`src/rtl/mul_arbiter_pkg.sv`:
```
// Shared types and constants for the two-lane multiplier arbiter.
// Bus packing helpers keep the interface and the top agreeing on widths.
package mul_arbiter_pkg;

    localparam int MA_XLEN    = 32;
    localparam int MA_MUL_LAT = 2;

    typedef enum logic [1:0] {
        MA_IDLE = 2'd0,
        MA_BUSY = 2'd1,
        MA_DONE = 2'd2
    } ma_state_e;

    // {use_mul, use_high, is_unsigned, x, y}
    function automatic int es_bus_w(input int xlen);
        return 2 * xlen + 3;
    endfunction

    // {result, ok}
    function automatic int mul_bus_w(input int xlen);
        return xlen + 1;
    endfunction

endpackage

```
`src/rtl/mul_arbiter_if.sv`:
```
// Lane request/response buses plus the shared multiplier port.
// slave = arbiter side, master = lanes and multiplier side.
interface mul_arbiter_if import mul_arbiter_pkg::*; #(
    parameter int XLEN = MA_XLEN
) ();

    logic [es_bus_w(XLEN)-1:0]  es_to_mul_bus0;
    logic [es_bus_w(XLEN)-1:0]  es_to_mul_bus1;
    logic [mul_bus_w(XLEN)-1:0] mul_to_es_bus0;
    logic [mul_bus_w(XLEN)-1:0] mul_to_es_bus1;
    logic [XLEN-1:0]            mul_x;
    logic [XLEN-1:0]            mul_y;
    logic                       mul_signed;
    logic                       mul_use_high;
    logic                       mul_en;
    logic [XLEN-1:0]            mul_result;
    logic                       mul_busy;

    modport slave (
        input  es_to_mul_bus0,
        input  es_to_mul_bus1,
        input  mul_result,
        output mul_to_es_bus0,
        output mul_to_es_bus1,
        output mul_x,
        output mul_y,
        output mul_signed,
        output mul_use_high,
        output mul_en,
        output mul_busy
    );

    modport master (
        output es_to_mul_bus0,
        output es_to_mul_bus1,
        output mul_result,
        input  mul_to_es_bus0,
        input  mul_to_es_bus1,
        input  mul_x,
        input  mul_y,
        input  mul_signed,
        input  mul_use_high,
        input  mul_en,
        input  mul_busy
    );

endinterface

```
`src/rtl/mul_arbiter_rr_pick.sv`:
```
// Two-way round-robin picker: a lone requester wins, a tie goes to the
// lane that was not granted last.
module mul_arbiter_rr_pick (
    input  logic [1:0] req,
    input  logic       last_grant,
    output logic       gnt_valid,
    output logic       gnt_idx
);

    assign gnt_valid = |req;
    assign gnt_idx   = (&req) ? ~last_grant : req[1];

endmodule

```
`src/rtl/mul_arbiter.sv`:
```
// Round-robin sharing of one pipelined multiplier between two execute lanes.
// Operands are registered on grant; the product half returns as a one-cycle ok.
//
//   state   | meaning
//   IDLE    | waiting for a request; picks a lane round-robin
//   BUSY    | multiplier enabled, counting MUL_LAT cycles, owner may withdraw
//   DONE    | ok pulse with the captured result on the owner's bus
module mul_arbiter import mul_arbiter_pkg::*; #(
    parameter int XLEN    = MA_XLEN,
    parameter int MUL_LAT = MA_MUL_LAT
) (
    input  logic         clk,
    input  logic         reset,
    input  logic         flush,
    mul_arbiter_if.slave bus
);

    localparam int               CNT_W    = (MUL_LAT > 1) ? $clog2(MUL_LAT) : 1;
    localparam logic [CNT_W-1:0] CNT_LAST = CNT_W'(MUL_LAT - 1);
    localparam int               USE_B    = 2 * XLEN + 2;
    localparam int               HIGH_B   = 2 * XLEN + 1;
    localparam int               UNS_B    = 2 * XLEN;

    ma_state_e        state_q;
    logic [CNT_W-1:0] cnt_q;
    logic             owner_q;
    logic             last_grant_q;
    logic [XLEN-1:0]  x_q;
    logic [XLEN-1:0]  y_q;
    logic [XLEN-1:0]  result_q;
    logic             signed_q;
    logic             use_high_q;
    logic             mul_en_q;
    logic             busy_q;
    logic             done_q;

    logic [1:0]        req;
    logic              gnt_valid;
    logic              gnt_idx;
    logic [2*XLEN+1:0] gnt_bus;
    logic              owner_req;
    logic              ok;

    assign req       = {bus.es_to_mul_bus1[USE_B], bus.es_to_mul_bus0[USE_B]};
    assign gnt_bus   = gnt_idx ? bus.es_to_mul_bus1[2*XLEN+1:0]
                               : bus.es_to_mul_bus0[2*XLEN+1:0];
    assign owner_req = owner_q ? req[1] : req[0];

    mul_arbiter_rr_pick u_pick (
        .req        (req),
        .last_grant (last_grant_q),
        .gnt_valid  (gnt_valid),
        .gnt_idx    (gnt_idx)
    );

    always_ff @(posedge clk) begin
        if (reset) begin
            state_q      <= MA_IDLE;
            cnt_q        <= '0;
            owner_q      <= 1'b0;
            last_grant_q <= 1'b1;
            x_q          <= '0;
            y_q          <= '0;
            result_q     <= '0;
            signed_q     <= 1'b0;
            use_high_q   <= 1'b0;
            mul_en_q     <= 1'b0;
            busy_q       <= 1'b0;
            done_q       <= 1'b0;
        end else if (flush) begin
            // Flush drops the operation but keeps round-robin history.
            state_q  <= MA_IDLE;
            cnt_q    <= '0;
            mul_en_q <= 1'b0;
            busy_q   <= 1'b0;
            done_q   <= 1'b0;
        end else begin
            case (state_q)
                MA_IDLE: begin
                    if (gnt_valid) begin
                        x_q          <= gnt_bus[2*XLEN-1:XLEN];
                        y_q          <= gnt_bus[XLEN-1:0];
                        use_high_q   <= gnt_bus[HIGH_B];
                        signed_q     <= ~gnt_bus[UNS_B];
                        owner_q      <= gnt_idx;
                        last_grant_q <= gnt_idx;
                        cnt_q        <= '0;
                        state_q      <= MA_BUSY;
                        mul_en_q     <= 1'b1;
                        busy_q       <= 1'b1;
                    end
                end
                MA_BUSY: begin
                    if (!owner_req) begin
                        state_q  <= MA_IDLE;
                        cnt_q    <= '0;
                        mul_en_q <= 1'b0;
                        busy_q   <= 1'b0;
                    end else if (cnt_q == CNT_LAST) begin
                        result_q <= bus.mul_result;
                        state_q  <= MA_DONE;
                        cnt_q    <= '0;
                        mul_en_q <= 1'b0;
                        done_q   <= 1'b1;
                    end else begin
                        cnt_q <= cnt_q + 1'b1;
                    end
                end
                MA_DONE: begin
                    state_q <= MA_IDLE;
                    busy_q  <= 1'b0;
                    done_q  <= 1'b0;
                end
                default: begin
                    state_q  <= MA_IDLE;
                    cnt_q    <= '0;
                    mul_en_q <= 1'b0;
                    busy_q   <= 1'b0;
                    done_q   <= 1'b0;
                end
            endcase
        end
    end

    // A flush landing on the DONE cycle must still suppress the ok pulse.
    assign ok = done_q & ~flush & ~reset;

    assign bus.mul_to_es_bus0 = (ok && !owner_q) ? {result_q, 1'b1} : '0;
    assign bus.mul_to_es_bus1 = (ok &&  owner_q) ? {result_q, 1'b1} : '0;
    assign bus.mul_x          = x_q;
    assign bus.mul_y          = y_q;
    assign bus.mul_signed     = signed_q;
    assign bus.mul_use_high   = use_high_q;
    assign bus.mul_en         = mul_en_q;
    assign bus.mul_busy       = busy_q;

endmodule

```
`src/flat_wrapper.sv`:
```
// flat-port wrapper written by rule: the top's interface ports become plain ports
module mul_arbiter_flat import mul_arbiter_pkg::*;
#(
    parameter int XLEN    = MA_XLEN,
    parameter int MUL_LAT = MA_MUL_LAT
)
  (clk, reset, flush, bus_es_to_mul_bus0, bus_es_to_mul_bus1, bus_mul_result, bus_mul_to_es_bus0, bus_mul_to_es_bus1, bus_mul_x, bus_mul_y, bus_mul_signed, bus_mul_use_high, bus_mul_en, bus_mul_busy);
  mul_arbiter_if #(.XLEN(XLEN)) bus_i ();
  input  logic clk;
  input  logic reset;
  input  logic flush;
  input wire logic [$bits(bus_i.es_to_mul_bus0)-1:0] bus_es_to_mul_bus0;
  input wire logic [$bits(bus_i.es_to_mul_bus1)-1:0] bus_es_to_mul_bus1;
  input wire logic [$bits(bus_i.mul_result)-1:0] bus_mul_result;
  output wire logic [$bits(bus_i.mul_to_es_bus0)-1:0] bus_mul_to_es_bus0;
  output wire logic [$bits(bus_i.mul_to_es_bus1)-1:0] bus_mul_to_es_bus1;
  output wire logic [$bits(bus_i.mul_x)-1:0] bus_mul_x;
  output wire logic [$bits(bus_i.mul_y)-1:0] bus_mul_y;
  output wire logic [$bits(bus_i.mul_signed)-1:0] bus_mul_signed;
  output wire logic [$bits(bus_i.mul_use_high)-1:0] bus_mul_use_high;
  output wire logic [$bits(bus_i.mul_en)-1:0] bus_mul_en;
  output wire logic [$bits(bus_i.mul_busy)-1:0] bus_mul_busy;
  assign bus_i.es_to_mul_bus0 = bus_es_to_mul_bus0;
  assign bus_i.es_to_mul_bus1 = bus_es_to_mul_bus1;
  assign bus_i.mul_result = bus_mul_result;
  assign bus_mul_to_es_bus0 = bus_i.mul_to_es_bus0;
  assign bus_mul_to_es_bus1 = bus_i.mul_to_es_bus1;
  assign bus_mul_x = bus_i.mul_x;
  assign bus_mul_y = bus_i.mul_y;
  assign bus_mul_signed = bus_i.mul_signed;
  assign bus_mul_use_high = bus_i.mul_use_high;
  assign bus_mul_en = bus_i.mul_en;
  assign bus_mul_busy = bus_i.mul_busy;
  mul_arbiter #(.XLEN(XLEN), .MUL_LAT(MUL_LAT)) u_core (.clk(clk), .reset(reset), .flush(flush), .bus(bus_i));
endmodule
```
`config.mk`:
```
export PLATFORM = sky130hd
export DESIGN_NAME = mul_arbiter_flat
export DESIGN_NICKNAME = d
export VERILOG_FILES = /design/src/rtl/mul_arbiter_pkg.sv /design/src/rtl/mul_arbiter_if.sv /design/src/rtl/mul_arbiter_rr_pick.sv /design/src/rtl/mul_arbiter.sv /design/src/flat_wrapper.sv
export SDC_FILE = /design/constraint.sdc
export NUM_CORES = 1
export LEC_CHECK = 0
export CELL_PAD_IN_SITES_DETAIL_PLACEMENT = 0
export CELL_PAD_IN_SITES_GLOBAL_PLACEMENT = 1
export CORE_MARGIN = 10
export CORE_UTILIZATION = 26
export DETAILED_ROUTE_END_ITERATION = 7
export PLACE_DENSITY_LB_ADDON = 0.1
export SLEW_MARGIN = 15
export SYNTH_ARGS = -nofsm -noshare
export SYNTH_HDL_FRONTEND = slang
export SYNTH_SLANG_ARGS = --single-unit
export TNS_END_PERCENT = 50
```
`constraint.sdc`:
```
create_clock -name clk -period 1.85 [get_ports clk]
set_input_delay 0.37 -clock clk [delete_from_list [all_inputs] [get_ports clk]]
set_output_delay 0.37 -clock clk [all_outputs]
set_load 0.005 [all_outputs]
```
==> results.sh <==
export IMPL_outcome="complete, but fails checks"
export IMPL_violations="setup timing"
export IMPL_fin_hold_ws_ns=0.457
export IMPL_synth_edff_count=0
export IMPL_ir_drop_v=0.000423
export IMPL_dp_cells=1101
export IMPL_tightest_slew_ns=1.03
export IMPL_setup_viol=64
export IMPL_timing_rr_end="u_core.bus.mul_use_high"
export IMPL_maxCapViolCount=0
export IMPL_clockRootBuffer="clkbuf_16"
export IMPL_cp_required_ns=1.48
export IMPL_drv_slew=0
export IMPL_cts_buffer_depth=2
export IMPL_layout_drive_gt1_share_pct=20.1
export IMPL_fmax_ghz=0.500
export IMPL_synth_distinct_cells=40
export IMPL_die_h_um=162
export IMPL_leakage_nw=3.48
export IMPL_cts_buffers=9
export IMPL_routedWlPerCell_um=19.8
export IMPL_syn_avg_cell_area_um2=9.36
export IMPL_syn_to_final_growth_pct=78.3
export IMPL_yosysSeqAreaShare_pct=40.3
export IMPL_dp_hpwl_mm=16.3
export IMPL_multi_input_area_um2=2920
export IMPL_cts_sinks=106
export IMPL_clk_latency_ns=0.35
export IMPL_synth_ff_type="dfxtp_1"
export IMPL_first_global_vias=5654
export IMPL_yosys_warnings=0
export IMPL_final_cells=1133
export IMPL_min_path_type="input pin to flip-flop"
export IMPL_dpl_cell_area_um2=8760
export IMPL_clkTransAtPathRegs_ns=0.07
export IMPL_cp_end_kind="primary output"
export IMPL_grt_max_degree=80
export IMPL_reg2reg_from="u_core.state_q[1]"
export IMPL_cts_hold_repair_buffers=0
export IMPL_fin_crit_sh_pct=108
export IMPL_fillers=1915
export IMPL_drt_drc_violations_left=0
export IMPL_syn_area_um2=5260
export IMPL_routed_wirelength_mm=22.4
export IMPL_rrSetupSlack_ns=0.32
export IMPL_drt_iter0_markers=276
export IMPL_die_area_um2=26300
export IMPL_utilization_pct=47.7
export IMPL_critPathCapture="bus_mul_to_es_bus0[14]"
export IMPL_power_density_nw_per_um2=615
export IMPL_fin_skew_ns=0.00748
export IMPL_muxShareOfSynthArea_pct=13.0
export IMPL_synth_xor_area_share_pct=0
export IMPL_synthSimpleGateAreaFrac_pct=12.7
export IMPL_arrival_ns=1.63
export IMPL_design_area_um2=9380
export IMPL_cts_tree="yes"
export IMPL_die_w_um=162
export IMPL_crit_start="flush"
export IMPL_grt_pass1_wl_mm=33.6
export IMPL_rows=51
export IMPL_port_buffers=302
export IMPL_grt_overflow_total=0
export IMPL_synthCells=562
export IMPL_rsz0062_at_grt="yes"
export IMPL_synth_nets=731
export IMPL_final_nets=1031
export IMPL_initial_core_util_pct=26.8
export IMPL_pin_count=303
export IMPL_critPathLaunchType="input pin"
export IMPL_grtUsageTotal_pct=16.1
export IMPL_final_antenna_net_count=0
export IMPL_seqCellArea_um2=2120
export IMPL_worstSetupPathType="input pin to primary output"
export IMPL_rr_worst_depth=4
export IMPL_cp_max_fo=4
export IMPL_hold_viol=0
export IMPL_period_minus_slack_ns=2.00
export IMPL_viasPerCell=4.95
export IMPL_min_path_cells=3
export IMPL_synth_top_family_by_area="compound AO/OA/AOI/OAI gates"
export IMPL_htreeDepth=3
export IMPL_place_congestion=0.774
export IMPL_synth_compound_area_share_pct=27.8
export IMPL_synth_async_reset_ratio_pct=0
export IMPL_dr_total_vias=5605
export IMPL_drt_first_pass_iters=7
export IMPL_antenna_found_initial=1
export IMPL_setup_ws_ns=-0.150
export IMPL_core_um2=19700
export IMPL_synth_seq_cells=106
export IMPL_maxSlewHeadroom_pct=31.4
export IMPL_synth_fa_ha_area_share_pct=0
## layer usage
layer	share of wire, %	vias up	GRT usage (%)
met5	0	-	0
met4	1.9	0	4.67
met3	7.4	21	5.76
met2	48	211	26.4
met1	42	2674	19.3
li1	-	2699	-
## critical path, cell delays in order
cell and delay (ns):
buf_6 0.09, or2_4 0.25, nor3b_4 0.25, buf_6 0.13
buf_6 0.10, buf_12 0.10, buf_16 0.10, and2_4 0.14
buf_6 0.08
## worst min path at each step
stage,from,to
2_1_floorplan,u_core.done_q,u_core.done_q
3_3_place_gp,u_core.done_q,u_core.done_q
3_5_place_dp,u_core.result_q[0],u_core.result_q[0]
4_1_cts,reset,u_core.done_q
5_1_grt,reset,u_core.bus.mul_x[31]
6_report,reset,u_core.bus.mul_x[11]
## placed cells by master (no fill, tap or decap), types with 2 or more instances in the layout
| cell | netlist | layout |
|---|---|---|
| dlygate4sd2_1 | 0 | 8 |
| and2_4 | 0 | 27 |
| dfxtp_2 | 0 | 2 |
| inv_6 | 0 | 2 |
| buf_2 | 16 | 6 |
| mux2i_1 | 66 | 65 |
| buf_4 | 3 | 29 |
| and2_1 | 64 | 37 |
| a31oi_1 | 65 | 65 |
| buf_12 | 0 | 15 |
| a211oi_2 | 27 | 27 |
| clkbuf_8 | 0 | 2 |
| clkdlybuf4s50_1 | 0 | 234 |
| nand3_1 | 33 | 33 |
| buf_6 | 4 | 33 |
| dfxtp_1 | 106 | 104 |
| nor2_1 | 3 | 2 |
| o21ai_1 | 5 | 5 |
| inv_2 | 1 | 2 |
| mux2_2 | 2 | 2 |
| o21ai_0 | 27 | 27 |
| a21oi_1 | 34 | 34 |
| buf_16 | 0 | 3 |
| clkdlybuf4s15_1 | 0 | 24 |
| clkbuf_16 | 0 | 9 |
| o21a_1 | 3 | 3 |
| a211oi_1 | 38 | 38 |
## flip-flops by register name, summed over array words and instances, names as in the netlist
name,count
u_core.bus.mul_y,32
u_core.bus.mul_signed,1
u_core.bus.mul_use_high,1
u_core.state_q,2
u_core.last_grant_q,1
u_core.bus.mul_busy,1
u_core.cnt_q,1
u_core.result_q,32
u_core.bus.mul_en,1
u_core.bus.mul_x,32
u_core.done_q,1
u_core.owner_q,1
## cell usage after synthesis (2+ instances only)
cell / n / share of area [%]
mux2i_1: 66 / 13
a211oi_1: 38 / 5.4
nor2_1: 3 / 0.21
dfxtp_1: 106 / 40
a31oi_1: 65 / 7.7
o21ai_1: 5 / 0.48
buf_4: 3 / 0.43
o21ai_0: 27 / 2.6
buf_2: 16 / 1.5
inv_1: 2 / 0.14
buf_6: 4 / 0.86
o21a_1: 3 / 0.43
clkbuf_1: 40 / 2.9
and3_1: 2 / 0.24
buf_1: 2 / 0.14
mux2_2: 2 / 0.43
nand3_1: 33 / 3.1
and2_1: 64 / 7.6
a21oi_1: 34 / 3.2
a211oi_2: 27 / 6.4
## kinds of logic after synthesis
| group | count (synthesis) |
|---|---|
| buf+inv | 69 |
| simple gates | 111 |
| flops | 106 |
| compound gates | 208 |
| mux | 68 |
## where the power goes
| part | switching [mW] | total, mW | leakage [nW] | internal (mW) |
|---|---|---|---|---|
| Sequential | 0.0737 | 2.49 | 0.870 | 2.41 |
| Combinational | 0.567 | 1.39 | 2.47 | 0.828 |
| Clock | 0.891 | 1.89 | 0.140 | 1.00 |
## cell type report
type / count / share of cell area, %
flip-flops and latches: 106 / 22.6
clock buffers: 12 / 2.73
diodes: 1 / 0.0267
inverters: 3 / 0.120
well taps: 265 / 3.53
repair buffers: 355 / 39.5
multi-input cells: 387 / 31.1
clock inverters: 4 / 0.360
## what timing repair did
item                       4_1_cts  5_1_grt
pin swaps                        3       11
buffers inserted                10        3
resized for setup              214       56
setup endpoints to repair       66       66
gates cloned                     6        0
## metrics by stage
stage                     setup WS (ns)  TNS, ns  power, mW
after detailed placement         -0.736   -56.95       3.93
after CTS                        -0.173    -6.90       5.84
final                            -0.150    -3.59       5.77
after global placement           -0.698   -52.84       3.91
after global routing             -0.196    -8.08       6.05
after floorplan                   0.205        0       3.09
Power figures use the tool's default switching activity.
